`src/rtl/in_keypad_entry.sv`:
```
// Keypad entry: signed three-digit BCD entry on switches, confirmed by a
// debounced active-low button, converted to a sign-extended binary Value.
module in_keypad_entry #(
  parameter int bits      = 32,
  parameter int DB_CYCLES = 500000,
  parameter int DB_W      = 20
) (
  input  logic            clock,
  input  logic            reset,
  input  logic            flagIN,
  input  logic [3:0]      Digit,
  input  logic            Neg,
  input  logic            Key,
  output logic [bits-1:0] Value,
  output logic            Done,
  output logic            Busy,
  output logic [1:0]      Stage
);

  typedef enum logic [2:0] {
    IDLE,
    GET_H,
    GET_T,
    GET_O,
    CONVERT,
    DONE
  } state_t;

  localparam logic [DB_W-1:0] DB_LAST = DB_W'(DB_CYCLES - 1);

  state_t state;
  state_t nxt;

  logic k1;
  logic k2;
  logic db;
  logic [DB_W-1:0] cnt;
  logic hit;
  logic press;

  logic [3:0] h;
  logic [3:0] t;
  logic [3:0] o;
  logic neg_q;
  logic valid;
  logic take;
  logic abort;
  logic [9:0] mag;
  logic [bits-1:0] ext;

  always_ff @(posedge clock or negedge reset) begin
    if (!reset) begin
      k1 <= 1'b1;
      k2 <= 1'b1;
    end else begin
      k1 <= Key;
      k2 <= k1;
    end
  end

  // db is the debounced level: 1 = released, 0 = pressed
  assign hit   = (k2 != db) && (cnt == DB_LAST);
  assign press = hit && db;

  always_ff @(posedge clock or negedge reset) begin
    if (!reset) begin
      db  <= 1'b1;
      cnt <= '0;
    end else if (k2 == db) begin
      cnt <= '0;
    end else if (hit) begin
      db  <= ~db;
      cnt <= '0;
    end else begin
      cnt <= cnt + 1'b1;
    end
  end

  always_ff @(posedge clock or negedge reset) begin
    if (!reset) state <= IDLE;
    else        state <= nxt;
  end

  assign valid = (Digit <= 4'd9);
  assign take  = press && valid;

  always_comb begin
    nxt = state;
    unique case (state)
      IDLE:    if (flagIN) nxt = GET_H;
      GET_H:   if (!flagIN) nxt = IDLE;
               else if (take) nxt = GET_T;
      GET_T:   if (!flagIN) nxt = IDLE;
               else if (take) nxt = GET_O;
      GET_O:   if (!flagIN) nxt = IDLE;
               else if (take) nxt = CONVERT;
      CONVERT: if (!flagIN) nxt = IDLE;
               else nxt = DONE;
      DONE:    if (!flagIN) nxt = IDLE;
      default: nxt = IDLE;
    endcase
  end

  always_comb begin
    Busy  = 1'b0;
    Done  = 1'b0;
    Stage = 2'd0;
    unique case (state)
      GET_H:   begin Busy = 1'b1; Stage = 2'd1; end
      GET_T:   begin Busy = 1'b1; Stage = 2'd2; end
      GET_O:   begin Busy = 1'b1; Stage = 2'd3; end
      CONVERT: begin Busy = 1'b1; Stage = 2'd3; end
      DONE:    Done = 1'b1;
      default: ;
    endcase
  end

  assign abort = !flagIN && (state == GET_H || state == GET_T ||
                             state == GET_O || state == CONVERT);

  assign mag = 10'(h) * 10'd100 + 10'(t) * 10'd10 + 10'(o);
  assign ext = {{(bits-10){1'b0}}, mag};

  always_ff @(posedge clock or negedge reset) begin
    if (!reset) begin
      h     <= '0;
      t     <= '0;
      o     <= '0;
      neg_q <= 1'b0;
      Value <= '0;
    end else begin
      if (abort) begin
        h <= '0;
        t <= '0;
        o <= '0;
      end else if (take) begin
        unique case (1'b1)
          state == GET_H: h <= Digit;
          state == GET_T: t <= Digit;
          state == GET_O: begin
            o     <= Digit;
            neg_q <= Neg;
          end
          default: ;
        endcase
      end
      // negating zero yields zero, so -0 needs no special case
      if (state == CONVERT && flagIN)
        Value <= neg_q ? -ext : ext;
    end
  end

endmodule
```
`config.mk`:
```
export PLATFORM = sky130hd
export DESIGN_NAME = in_keypad_entry
export DESIGN_NICKNAME = d
export VERILOG_FILES = /design/src/rtl/in_keypad_entry.sv
export SDC_FILE = /design/constraint.sdc
export NUM_CORES = 1
export LEC_CHECK = 0
export ABC_AREA = 0
export CAP_MARGIN = 20
export CORE_MARGIN = 2
export CORE_UTILIZATION = 60
export DETAILED_ROUTE_END_ITERATION = 8
export PLACE_DENSITY = 0.86
export SLEW_MARGIN = 20
export SYNTH_ARGS = -nofsm -noshare
export SYNTH_HDL_FRONTEND = slang
export SYNTH_SLANG_ARGS = --single-unit
export TNS_END_PERCENT = 30
```
`constraint.sdc`:
```
create_clock -name clock -period 10.9 [get_ports clock]
set_input_delay 2.18 -clock clock [delete_from_list [all_inputs] [get_ports clock]]
set_output_delay 2.18 -clock clock [all_outputs]
set_load 0.005 [all_outputs]
```
== Yosys cells after proc, flatten, opt, wreduce, memory -nomap -nowiden ==
Index checks and enable logic that the tools add are counted.

* Add/subtract/negate cells: 4
* Multipliers: 2
* Magnitude comparators: 1
* Eq/ne operators: 13
* Mux-type cells: 25
* Bitwise logic cells: 3
* Reductions and logical operators: 22

{| class="wikitable"
|+ Operators by type and width
! kind !! count
|-
| $mux 20 || 2
|-
| $mux 4 || 9
|-
| $mux 32 || 1
|-
| $neg 10->32 || 1
|-
| $mux 3 || 9
|-
| $add 20x1->20 const B || 1
|-
| $eq 20x19->1 const B || 1
|-
| $pmux 3 s6 || 1
|-
| $add 10x4->10 || 1
|-
| $add 10x8->10 || 1
|-
| $ne 3x3->1 const B || 3
|-
| $mul 4x5->8 const B || 1
|-
| $reduce_and 2->1 || 4
|-
| $reduce_bool 2->1 || 4
|-
| $mul 4x3->7 const B || 1
|-
| $eq 3x2->1 const B || 2
|-
| $eq 3x3->1 const B || 2
|-
| $pmux 2 s3 || 1
|-
| $logic_and 1x1->1 || 5
|-
| $reduce_and 5->1 || 1
|-
| $le 4x4->1 const B || 1
|-
| $ne 2x2->1 const B || 2
|-
| $reduce_or 4->1 || 1
|-
| $eq 3x1->1 const B || 1
|-
| 9 further kinds || 14
|}

* Bits in registers: 71
* Input bits: 9
* Output and inout bits: 36
* Logic and storage cells: 80

== Depth between registers and ports, before layout ==
* Depth after elaboration: 7
* Gate-level depth with buffers: 15
* Depth with buffers taken out: 15

== Worst setup path before layout ==
Ideal clock, no wire load.

* Path kind: register to register
* Start: register t[1]
* End: register Value[9]
* Setup time: 0.133 ns
* Arrival: 3.538 ns
* Data required time: 10.767 ns
* Setup slack: 7.229 ns
* Stages on the path, launching flop included: 16
* Path buffers: 0
* Period minus slack after synthesis: 3.671 ns
* Path through: dfrtp_1 ha_1 ha_1 fa_1 xor2_1 ha_1 ha_1 a21oi_1 nand2_1 or3_1 a211oi_2 nand4_1 nor2_1 ha_1 mux2i_1 o21ai_0

* Cells in the longest elaborated chain, start to end: 5

{| class="wikitable"
|+ Ends and longest elaborated chain
! element !! RTL line !! RTL
|-
| start, declared || 42 || <nowiki>logic [3:0] t;</nowiki>
|-
| start signal, assigned || 139 || <nowiki>state == GET_T: t <= Digit;</nowiki>
|-
| $mul 4x3->7 (*) || 121 || <nowiki>assign mag = 10'(h) * 10'd100 + 10'(t) * 10'd10 + 10'(o);</nowiki>
|-
| $add 10x8->10 (*) || 121 ||
|-
| $add 10x4->10 (*) || 121 ||
|-
| $neg 10->32 || 149 || <nowiki>Value <= neg_q ? -ext : ext;</nowiki>
|-
| $mux 32 (*) || 149 ||
|-
| end signal, assigned || 149 ||
|-
| end, declared || 14 || <nowiki>output logic [bits-1:0] Value,</nowiki>
|}

Mark *: on every way between the ends. The rest lies on a longest branch, timed or not.
A chain may end at the register's enable or synchronous reset.

== Final worst setup path ==
* Start: register state[0]
* End: output port Stage[0]

* Cells in the longest elaborated chain, start to end: 3
* Elaborated cells on any way between the ends: 6
* Classes of those cells: 4 x eq/ne; 1 x mux; 1 x reduce/logical

{| class="wikitable"
|+ Ends and longest elaborated chain
! element !! RTL line !! RTL
|-
| start, declared || 31 || <nowiki>state_t state;</nowiki>
|-
| start signal, assigned || 81 || <nowiki>else state <= nxt;</nowiki>
|-
| $eq 3x2->1 or $eq 3x3->1 (tied branches) || 108 || <nowiki>unique case (state)</nowiki>
|-
| $reduce_or 2->1 (no source line) || -- ||
|-
| $pmux 2 s3 (*) || 108 ||
|-
| end, declared || 17 || <nowiki>output logic [1:0] Stage</nowiki>
|}

Marked as above.

==> flow_metrics.py <==
metrics = {
    "critical_path": {
        "critPathRequiredTime_ps": 8720,
        "crit_arrival_ps": 1890,
        "cp_max_fo": 8,
        "path_class": "reg2out",
        "worst_setup_path_end_kind": "output pin",
        "startpoint_type": "flip-flop",
    },
    "global_routing": {
        "grt_max_degree": 59,
        "grt_pass1_wl_um": 11200,
        "grt_usage": 0.230,
        "antenna_found_initial": 0,
        "grt_pass1_vias": 2490,
        "overflow": 0,
    },
    "final_layout": {
        "n_antenna_cell": 0,
        "layout_commonest_cell": "dfrtp_1",
        "finish.utilization": 0.726,
        "area.growth.synth_to_final_pct": 17.2,
        "fin_area_sq_um": 4000,
        "nNetsFinal": 424,
        "nFillCells": 387,
        "drive_gt1_frac": 0.0694,
        "final_cell_mix": "dfrtp_1, nor2_1, clkdlybuf4s50_1",
    },
    "route": {
        "top_layer": "met4",
        "met2WireLength_um": 3070,
        "drtAntennaViolNets": 0,
        "drt_drc_violations_left": 1,
        "dr.first_iter.drc_count": 136,
        "routed_wl_um": 6260,
        "via_per_inst": 5.33,
        "routedWlPerCell_um": 13.6,
        "wl_met3_um": 265,
        "num_vias": 2457,
        "drt-pass1-iter-count": 6,
        "wl_met1_um": 2840,
    },
    "yosys": {
        "synth_fp_nets": 392,
        "synthAdderAreaFrac": 0.125,
        "synthXorXnorAreaFrac": 0.0975,
        "syn_avg_cell_area_sq_um": 9.69,
        "ys.flop_type": "dfrtp_1",
        "synth_warnings": 0,
        "synth.distinct_cells": 44,
        "synth_area_sq_um": 3410,
        "synth_edf_count": 0,
        "muxShareOfSynthArea": 0.0444,
        "synth-compound-area-share": 0.0634,
        "syn_inst": 352,
        "yosys_register_bits": 58,
        "synth_top_family_by_area": "simple AND/OR/NAND/NOR gates",
        "synthSimpleGateAreaFrac": 0.180,
        "async_reset_ff_frac": 1.00,
        "ys_seq_area_frac": 0.426,
    },
    "clock_network": {
        "clockBufferDepth": 2,
        "numCtsBuffers": 9,
        "cts_root_buf": "clkbuf_8",
        "path_clk_slew_ps": 70,
        "cts_tree": "built",
        "clk_latency_ps": 340,
        "cts_sinks": 58,
        "ctsResizeCount": 0,
        "post_cts_buffers": 0,
        "htreeDepth": 3,
        "cts_hold_buf": 0,
    },
    "pwr": {
        "fin_total_pwr_uw": 437,
        "p_leak_uw": 0.00199,
        "vdd_drop_max_v": 0.0000828,
        "power_density_nw_per_um2": 109,
    },
    "floorplanning": {
        "io_pins": 45,
        "fp.dieH_um": 79.4,
        "num_rows": 27,
        "floorplan.core_area_sq_um": 5510,
        "initial_core_util": 0.620,
        "die_area_sq_um": 6310,
        "die_x_um": 79.4,
    },
    "sta": {
        "fmax_mhz": 246,
        "finalClockSkew_ps": 10.2,
        "slew-limit-headroom": 0.460,
        "period_needed_ps": 4070,
        "slew_violations": 0,
        "finalHoldViolations": 0,
        "worst_pin_slew_ps": 809,
        "setup_viol": 0,
        "final.period_utilization": 0.373,
        "tns_ps": 0,
        "rsz0062_at_grt": "false",
    },
    "place": {
        "hpwl_um": 4590,
        "place_congestion": 0.868,
        "dpl_cell_area_sq_um": 3790,
        "port_buffers": 44,
    },
    "run_status": {
        "status": "finished, violations left",
        "violations": "DRC",
    },
    "worst_hold_path": {
        "hold_class": "reg2reg",
    },
    "run": {
        "drv_cap": 0,
    },
}
## registers in the layout (all words and copies together), names as in the netlist
register  count
k2            1
o             4
k1            1
h             4
t             4
state         3
neg_q         1
Value        19
cnt          20
db            1
## cells by family after synthesis
family / count (synthesis)
AO/OA/AOI/OAI: 35
XOR/XNOR: 38
flip-flops: 58
adder cells (fa/ha/maj): 31
multiplexers: 15
AND/OR/NAND/NOR: 134
buffers and inverters: 41
## cell type report
type	count	area [sq um]	area share
inverters	17	63.8	0.0160
clock buffers	12	155	0.0388
clock inverters	4	48.8	0.0122
multi-input cells	253	1740	0.436
repair buffers	45	443	0.111
well taps	72	90.1	0.0225
flip-flops and latches	58	1460	0.364
## worst max-delay path, cell delays in order, from the launching register on
cell             delay (ps)
dfrtp_1                 480
inv_1                    90
nor2_1                  310
or2_2                   180
clkdlybuf4s50_1         500
## synth_stat cells (2+ instances only)
library cell  count  area (sq um)
xor2_1           18           158
dfstp_2           3          78.8
or2_2             2          12.5
xnor2_1          20           175
o21ai_0          18          90.1
nor2b_1           2          12.5
ha_1             26           325
and3_1            6          37.5
nand3_1          13          65.1
inv_1            17          63.8
fa_1              5           100
nor3_1            5          25.0
clkbuf_1          7          26.3
buf_4            14           105
nand2b_1          5          31.3
dfrtp_1          55          1380
a21o_1            2          15.0
nand4_1           2          12.5
nor4b_1           2          17.5
nand2_1          42           158
nor2_1           46           173
a21oi_1           7          35.0
mux2i_1          14           140
## stage by stage
step / cells / hold slack, ps / setup slack, ps
2_1_floorplan: 352 / 345 / 7230
3_3_place_gp: 445 / 346 / 7030
3_5_place_dp: 445 / 350 / 6950
4_1_cts: 461 / 364 / 6830
5_1_grt: 461 / 366 / 6680
6_report: 461 / 362 / 6830
## power breakdown
group,internal [uW],leakage (uW),total (uW),switching (uW)
combinational,5.26,0.00109,14.4,9.13
clock,118,0.000107,204,85.8
sequential,217,0.000795,218,1.36
## layer usage
metal  GRT usage  vias to the layer above
met5           0                        -
met4      0.0707                        0
met3      0.0622                       10
met2       0.392                       58
met1       0.286                     1169
li1            -                     1220
## worst paths after layout
check / cells past startpoint / end / start / slack (ps)
max in group asynchronous: 2 / h[2] / reset / 8450
min reg2reg: 0 / k2 / k1 / 360
max reg2reg: 15 / Value[9] / t[1] / 6960
min: 0 / k2 / k1 / 360
min in group asynchronous: 2 / Value[5] / reset / 1970
max: 4 / Stage[0] / state[0] / 6830
No activity file was read; power rests on OpenSTA's default activity.
